## config.mk

```make
export PLATFORM = sky130hd
export DESIGN_NAME = knob_param_bank
export DESIGN_NICKNAME = d
export VERILOG_FILES = /design/src/rtl/knob_pkg.sv /design/src/rtl/knob_slew_step.sv /design/src/rtl/knob_param_bank.sv
export SDC_FILE = /design/constraint.sdc
export NUM_CORES = 1
export LEC_CHECK = 0
export ABC_AREA = 1
export BUFFER_PORTS_ARGS = -buffer_cell sky130_fd_sc_hd__buf_2
export CAP_MARGIN = 20
export CELL_PAD_IN_SITES_DETAIL_PLACEMENT = 0
export CELL_PAD_IN_SITES_GLOBAL_PLACEMENT = 1
export CORE_MARGIN = 2
export CORE_UTILIZATION = 49
export DETAILED_ROUTE_END_ITERATION = 16
export PLACE_DENSITY_LB_ADDON = 0.05
export SETUP_SLACK_MARGIN = 0.3
export SLEW_MARGIN = 20
export SYNTH_ARGS = -nofsm -noshare
export SYNTH_HDL_FRONTEND = slang
export SYNTH_SLANG_ARGS = --single-unit
```

## constraint.sdc

```tcl
create_clock -name clk -period 10.5 [get_ports clk]
set_input_delay 2.1 -clock clk [delete_from_list [all_inputs] [get_ports clk]]
set_output_delay 2.1 -clock clk [all_outputs]
set_load 0.05 [all_outputs]
```

## src/rtl/knob_pkg.sv

```systemverilog
// Shared definitions for the parameter bank: sizes, sweep FSM encoding
// and the flat-bus slice helper.
package knob_pkg;

    localparam int KNOB_VALUE_WIDTH = 16;
    localparam int KNOB_NUM_PARAMS  = 8;
    localparam int KNOB_ADDR_WIDTH  = 3;

    typedef enum logic {
        ST_IDLE  = 1'b0,
        ST_SWEEP = 1'b1
    } sweep_state_t;

    // LSB position of parameter idx on a bus of width-wide slices.
    function automatic int unsigned bus_lsb(input int unsigned idx, input int unsigned width);
        return idx * width;
    endfunction

endpackage

```

## src/rtl/knob_slew_step.sv

```systemverilog
// One slew-limited step of a live value toward its target; purely combinational,
// shared by every parameter visit of the sweep engine.
module knob_slew_step
    import knob_pkg::*;
#(
    parameter int VALUE_WIDTH = KNOB_VALUE_WIDTH
) (
    input  logic [VALUE_WIDTH-1:0] live,
    input  logic [VALUE_WIDTH-1:0] target,
    input  logic [VALUE_WIDTH-1:0] step,
    output logic [VALUE_WIDTH-1:0] next_live,
    output logic                   changed
);

    // NOTE: every output gets a default before the branches, otherwise the
    // paths that leave it unassigned would infer a latch.
    always_comb begin
        next_live = live;
        changed   = 1'b0;
        // The ordering comparison picks the subtraction direction, so the
        // distance never wraps and live +/- step stays strictly inside the range.
        if (target > live) begin
            changed   = 1'b1;
            next_live = ((target - live) <= step) ? target : live + step;
        end else if (live > target) begin
            changed   = 1'b1;
            next_live = ((live - target) <= step) ? target : live - step;
        end
    end

endmodule

```

## src/rtl/knob_param_bank.sv

```systemverilog
// Parameter register bank: incoming writes land in per-parameter targets and a
// time-shared slew engine walks the live values toward them once per tick.
module knob_param_bank
    import knob_pkg::*;
#(
    parameter int                    VALUE_WIDTH = KNOB_VALUE_WIDTH,
    parameter int                    NUM_PARAMS  = KNOB_NUM_PARAMS,
    parameter logic [VALUE_WIDTH-1:0] SLEW_STEP  = VALUE_WIDTH'('h0400),
    parameter int                    TICK_DIV    = 1024,
    parameter logic [VALUE_WIDTH-1:0] RESET_VALUE = '0
) (
    input  logic                              clk,
    input  logic                              rst,
    input  logic [KNOB_ADDR_WIDTH-1:0]        param_addr,
    input  logic [VALUE_WIDTH-1:0]            param_value,
    input  logic                              param_valid,
    input  logic                              snap_all,
    output logic [NUM_PARAMS*VALUE_WIDTH-1:0] param_bus,
    output logic [NUM_PARAMS-1:0]             settled,
    output logic                              update_strobe,
    output logic [KNOB_ADDR_WIDTH-1:0]        update_addr
);

    localparam int CNT_WIDTH = $clog2(TICK_DIV);

    generate
        if (NUM_PARAMS != KNOB_NUM_PARAMS) begin : g_bad_num_params
            $error("NUM_PARAMS must be %0d to match the address width", KNOB_NUM_PARAMS);
        end
        if (TICK_DIV < NUM_PARAMS + 1) begin : g_bad_tick_div
            $error("TICK_DIV must be at least NUM_PARAMS+1");
        end
        if (SLEW_STEP == '0) begin : g_bad_slew_step
            $error("SLEW_STEP must be at least 1");
        end
    endgenerate

    logic [VALUE_WIDTH-1:0]     target_q [NUM_PARAMS];
    logic [VALUE_WIDTH-1:0]     live_q   [NUM_PARAMS];
    logic [CNT_WIDTH-1:0]       cnt_q;
    logic [KNOB_ADDR_WIDTH-1:0] idx_q;
    sweep_state_t               state_q;

    logic                       tick;
    logic [VALUE_WIDTH-1:0]     step_next;
    logic                       step_changed;

    assign tick = (cnt_q == CNT_WIDTH'(TICK_DIV - 1));

    // A single step unit serves all parameters; idx selects whose pair it sees.
    knob_slew_step #(
        .VALUE_WIDTH (VALUE_WIDTH)
    ) u_slew_step (
        .live      (live_q[idx_q]),
        .target    (target_q[idx_q]),
        .step      (SLEW_STEP),
        .next_live (step_next),
        .changed   (step_changed)
    );

    // NOTE: state is updated with non-blocking assignments only, so every read
    // in this block sees the pre-edge value -- which is exactly what makes a
    // write colliding with a visit use the old target.
    always_ff @(posedge clk) begin
        if (rst) begin
            // NOTE: the arrays are reset explicitly; they are a handful of
            // flops, not RAM, and the audio engine must see RESET_VALUE at once.
            for (int i = 0; i < NUM_PARAMS; i++) begin
                target_q[i] <= RESET_VALUE;
                live_q[i]   <= RESET_VALUE;
            end
            cnt_q         <= '0;
            idx_q         <= '0;
            state_q       <= ST_IDLE;
            update_strobe <= 1'b0;
            update_addr   <= '0;
        end else begin
            cnt_q         <= tick ? '0 : cnt_q + CNT_WIDTH'(1);
            update_strobe <= 1'b0;

            if (param_valid) begin
                target_q[param_addr] <= param_value;
            end

            if (snap_all) begin
                // The written index snaps straight to the incoming value.
                for (int i = 0; i < NUM_PARAMS; i++) begin
                    live_q[i] <= target_q[i];
                end
                if (param_valid) begin
                    live_q[param_addr] <= param_value;
                end
                state_q <= ST_IDLE;
                idx_q   <= '0;
            end else begin
                case (state_q)
                    ST_IDLE: begin
                        if (tick) begin
                            state_q <= ST_SWEEP;
                            idx_q   <= '0;
                        end
                    end
                    ST_SWEEP: begin
                        if (step_changed) begin
                            live_q[idx_q] <= step_next;
                            update_strobe <= 1'b1;
                            update_addr   <= idx_q;
                        end
                        if (idx_q == KNOB_ADDR_WIDTH'(NUM_PARAMS - 1)) begin
                            state_q <= ST_IDLE;
                            idx_q   <= '0;
                        end else begin
                            idx_q <= idx_q + KNOB_ADDR_WIDTH'(1);
                        end
                    end
                    default: begin
                        state_q <= ST_IDLE;
                        idx_q   <= '0;
                    end
                endcase
            end
        end
    end

    generate
        for (genvar i = 0; i < NUM_PARAMS; i++) begin : g_out
            assign param_bus[bus_lsb(i, VALUE_WIDTH) +: VALUE_WIDTH] = live_q[i];
            assign settled[i] = (live_q[i] == target_q[i]);
        end
    endgenerate

endmodule
```

# [Yosys cells after proc, flatten, opt, wreduce, memory -nomap -nowiden]
# Memories as Yosys holds them, arrays and structs flattened. A register that Yosys moved wholly into a read port is not among the register bits.
# Cells that the tools add are included.
[classes] add_sub_neg=6 magnitude_cmp=4 eq_ne=11 mux=46 bitwise_logic=10 reduce_logical=5
[ops] operator="2-to-1 mux 16 bit" count=14
[ops] operator="equality test 16 bit" count=8
[ops] operator="greater-than comparator 16 bit" count=2
[ops] operator="less-or-equal comparator 16 x 11 -> 1 bit (second input constant)" count=2
[ops] operator="OR reduction 16 bit" count=2
[ops] operator="subtractor 16 bit" count=2
[ops] operator="2-to-1 mux 3 bit" count=8
[ops] operator="2-to-1 mux 1 bit" count=22
[ops] operator="adder 16 x 11 -> 16 bit (second input constant)" count=1
[ops] operator="subtractor 16 x 11 -> 16 bit (second input constant)" count=1
[ops] operator="adder 10 x 1 -> 10 bit (second input constant)" count=1
[ops] operator="equality test 10 bit (second input constant)" count=1
[ops] operator="OR 1 bit" count=8
[ops] operator="case mux 3 bit (2 select lines)" count=1
[ops] operator="OR reduction 2 bit" count=2
[ops] operator="adder 3 x 1 -> 3 bit (second input constant)" count=1
[ops] operator="equality test 3 bit (second input constant)" count=1
[ops] operator="AND reduction 3 bit" count=1
[ops] operator="!= test 2 bit (second input constant)" count=1
[ops] operator="inverter 1 bit" count=2
[ops] operator="case mux 1 bit (2 select lines)" count=1
[totals] register_bits=18 ramBits=256 wordCells=89 n_memories=2
[mem_list] memory="live_q" words=8 width=16 rd=9 rd_ports_with_merged_regs=1 wr=9 line="knob_param_bank.sv:39" source="logic [VALUE_WIDTH-1:0] live_q [NUM_PARAMS];"
[mem_list] memory="target_q" words=8 width=16 rd=9 rd_ports_with_merged_regs=1 wr=8 line="knob_param_bank.sv:38" source="logic [VALUE_WIDTH-1:0] target_q [NUM_PARAMS];"

# [Depth between registers and ports, before layout]
[logic_depth] ltp_word=10 mapped_depth=31 depth_no_buf=27

# [By module]
# A second synthesis with hierarchy kept.
[unflattened] cells_unflattened=2941 hier_area_um2=21366.7
[modules_own_cells] mod="knob_param_bank" instances=1 cells_each=2023 area_per_inst_um2=16188.0
[modules_own_cells] mod="knob_slew_step" instances=1 cells_each=918 area_per_inst_um2=5178.7

# [Worst setup path before layout]
# OpenSTA, ideal clock, no wires.
[synth_timing] path_kind="register to output" startpoint="mem live_q[4][8] (netlist bit)" endpoint="out settled[4]" t_arrival_ps=2710 required_ps=8400 setup_slack_ps=5690 path_stages_with_launch=5 n_path_buf=0 cell_sequence="edfxtp_1 xnor2_1 nand4_1 nor3_1 nor4b_1"
[synth_rtl] element="start, declared" line="knob_param_bank.sv:39"
[synth_rtl] element="end, declared" line="knob_param_bank.sv:19" source="output logic [NUM_PARAMS-1:0] settled,"

==> flow_metrics.env <==
export IMPL_cp_start_kind="flip-flop"
export IMPL_ys_seq_area_frac=0.4471
export IMPL_rrSetupSlack_ps=3340
export IMPL_power_frac_seq=0.445
export IMPL_wirelength_um=81760
export IMPL_regToRegEndpoint="live_q[0][1]"
export IMPL_antennaDiodeCount=0
export IMPL_synth_top_area_frac=0.4239
export IMPL_critPathBufInv=6
export IMPL_crit_path_top_delay_cell="clkinv_2"
export IMPL_place_area_um2=19220
export IMPL_fin_crit_ps=7164
export IMPL_min_path_cells=1
export IMPL_antenna_found_initial=2
export IMPL_postCtsResizedCells=0
export IMPL_synth_top_cell_by_area="edfxtp_1"
export IMPL_grt_overflow=0
export IMPL_cts_root_buf="clkbuf_16"
export IMPL_dieArea_um2=38570
export IMPL_maxCapViolations=0
export IMPL_preCtsSetupSlack_ps=3625
export IMPL_grt_pass1_wl_um=115400
export IMPL_power_density_nw_per_um2=156.2
export IMPL_synth_nets=2347
export IMPL_path_clk_slew_ps=60
export IMPL_clock_sinks=277
export IMPL_critPathMaxStageDelay_ps=710
export IMPL_dpl_hpwl_um=58970
export IMPL_instances_no_fill=2892
export IMPL_yosysMostFrequentCell="nand2_1"
export IMPL_ir_worst_vdd_mv=0.1282
export IMPL_place_gp_congestion=1.030
export IMPL_postCtsHoldBufs=0
export IMPL_worst_hold_path_endpoint="cnt_q[0]"
export IMPL_clk_insertion_delay_late_ps=610
export IMPL_yosys_top_cells_count="463 x nand2_1, 351 x nand3_1, 296 x nor2_1, 256 x edfxtp_1, 186 x inv_1"
export IMPL_power_frac_clock=0.341
export IMPL_path_max_fanout=63
export IMPL_cts_setup_buffers=0
export IMPL_route_detailed_drc=0
export IMPL_cts_tree="done"
export IMPL_vias_per_cell=6.360
export IMPL_met3_usage=0.1095
export IMPL_final_area_um2=20200
export IMPL_outcome="finished, final reports clean"
export IMPL_reg2regPathDepth=23
export IMPL_switching_share=0.3450
export IMPL_arrival_ps=7400
export IMPL_crit_path_end_kind="flip-flop"
export IMPL_fp_row_count=70
export IMPL_io_buffers=162
export IMPL_vias=18390
export IMPL_cp_required_ps=10740
export IMPL_power_switching_mw=1.089
export IMPL_dp_cells=2835
export IMPL_avgRoutedWirePerCell_um=28.27
export IMPL_fmaxAchievable_mhz=139.6
export IMPL_coreArea_um2=36520
export IMPL_netlist_area_um2=18130
export IMPL_multiInputGateArea_um2=8742
export IMPL_ys_flop_type="edfxtp_1"
export IMPL_relSlewSlack=0.2950
export IMPL_hold_viol_final=0
export IMPL_io_pins=163
export IMPL_ys_async_sr_fraction=0
export IMPL_synth_edf_count=256
export IMPL_grt_use_total=0.4166
export IMPL_rsz0062_at_grt="false"
export IMPL_synth_seq_cells=277
export IMPL_fin_nets=2460
export IMPL_grt_pass1_vias=16630
export IMPL_syn_inst=2287
export IMPL_worst_pin_slew_ps=1058
export IMPL_firstDrtPassIters=7
export IMPL_p_comb_frac=0.214
export IMPL_hold_start="cnt_q[0]"
export IMPL_numCtsBuffers=31
export IMPL_path_class="reg -> reg"
export IMPL_cp_top_family="simple AND/OR/NAND/NOR gates"
export IMPL_ant_nets=0
export IMPL_busiest_layer="met2"
export IMPL_grt_met2_usage=0.5994
export IMPL_timing_final_ws_setup_ps=3336
export IMPL_setup_viol=0
export IMPL_setup_tns_ps=0
export IMPL_synth_area_per_cell_um2=7.930
export IMPL_yosys_warnings=0
export IMPL_layout_drive_gt1_share=0.1283
export IMPL_initial_core_util=0.4965
export IMPL_clockBufferDepth=3
export IMPL_intPower_mw=2.068
export IMPL_drtIter0Drc=2989
export IMPL_synth_area_leaders="edfxtp_1 42%, nand3_1 9.7%, nand2_1 9.6%"
export IMPL_hold_path_class="reg -> reg"
export IMPL_p_leak_nw=8.966
export IMPL_crit_chain="clkinv_2 > buf_4 > a21oi_1 > o21ai_0 > nand2_1 > inv_1 > o21ai_0 > inv_1 > ha_1 > nand2_1 > nor2_1 > inv_1 > nor2_2 > nand3_1 > nand2_2 > nand2_2 > nand3_4 > nor2_1 > a21oi_2 > nand2_4 > nor2_8 > inv_2 > nand2_1"
export IMPL_ys_types=52
export IMPL_seq_area_um2=8113
export IMPL_finalClockSkew_ps=32.99
export IMPL_die_w_um=196.4
export IMPL_grt_max_degree=101
export IMPL_grt_use_met1=0.5808
export IMPL_post_route_period_util=0.6823
export IMPL_num_fill_cells=3473
export IMPL_die_height_um=196.4
export IMPL_area_growth_syn_to_layout_pct=11.40
export IMPL_slew_violations=0
export IMPL_h_tree_depth=1
per-stage QoR:
| stage | power, mW | util | hold WS [ps] |
|---|---|---|---|
| after floorplan | 1.834 | - | 430.3 |
| after global placement | 2.072 | 0.5261 | 443.4 |
| after detailed placement | 2.076 | 0.5261 | 462.8 |
| after CTS | 3.122 | 0.5530 | 476.3 |
| after global routing | 3.229 | 0.5531 | 507.7 |
| final | 3.157 | 0.5531 | 469.3 |
cell type report:
cell class | instances | area share
multi-input combinational | 1693 | 0.4327
sequential | 277 | 0.4016
timing repair buffer | 182 | 0.04775
clock buffer | 45 | 0.04348
inverter | 215 | 0.04032
tap | 468 | 0.02899
clock inverter | 12 | 0.005141
cell families after synthesis:
kind of cell / share of synthesized area
compound gates: 0.09314
flops: 0.4471
simple gates: 0.3112
xor+xnor: 0.05168
fa+ha+maj: 0.02553
buf+inv: 0.07141
flip-flops by register name, indices dropped and copies added (netlist names), named ones only:
signal / flops
live_q: 128
target_q: 128
cnt_q: 10
idx_q: 3
update_addr: 3
state_q: 1
update_strobe: 1
power groups by stage:
stage          clock network [mW]  registers, mW  logic [mW]
2_1_floorplan                   0           1.50       0.334
3_3_place_gp                    0           1.42       0.655
3_5_place_dp                    0           1.42       0.658
4_1_cts                      1.07           1.39       0.660
5_1_grt                      1.11           1.40       0.717
6_report                     1.08           1.41       0.674
worst max-delay path by stage:
stage / from / to / slack, ps / cells past startpoint
final: flip-flop / live_q[0][1] / 3340 / 23
after global routing: flip-flop / live_q[0][5] / 3020 / 23
after CTS: flip-flop / live_q[0][5] / 3600 / 23
after detailed placement: flip-flop / live_q[0][12] / 3630 / 23
after global placement: flip-flop / live_q[0][12] / 3660 / 23
after floorplan: live_q[4][8] / settled[4] / 5690 / 4
layout by cell type, fill, tap and decap left out, types with 9 or more instances in the layout:
cell / count
a21oi_1: 62
buf_2: 162
buf_4: 19
clkbuf_1: 9
clkbuf_16: 31
clkinv_1: 19
dfxtp_1: 19
edfxtp_1: 256
ha_1: 37
inv_1: 185
inv_2: 9
nand2_1: 463
nand3_1: 351
nand3_2: 12
nand4_1: 61
nor2_1: 294
nor3_1: 12
o21a_1: 12
o21ai_0: 156
o22ai_1: 43
or2_2: 11
xnor2_1: 88
xor2_1: 19
per-layer routing:
layer	share of wire	wire length (um)
met1	0.38	31410
met2	0.41	33680
met3	0.14	11760
met4	0.060	4900
met5	0.00018	15
Note: power is estimated with default switching activity, not from simulation.
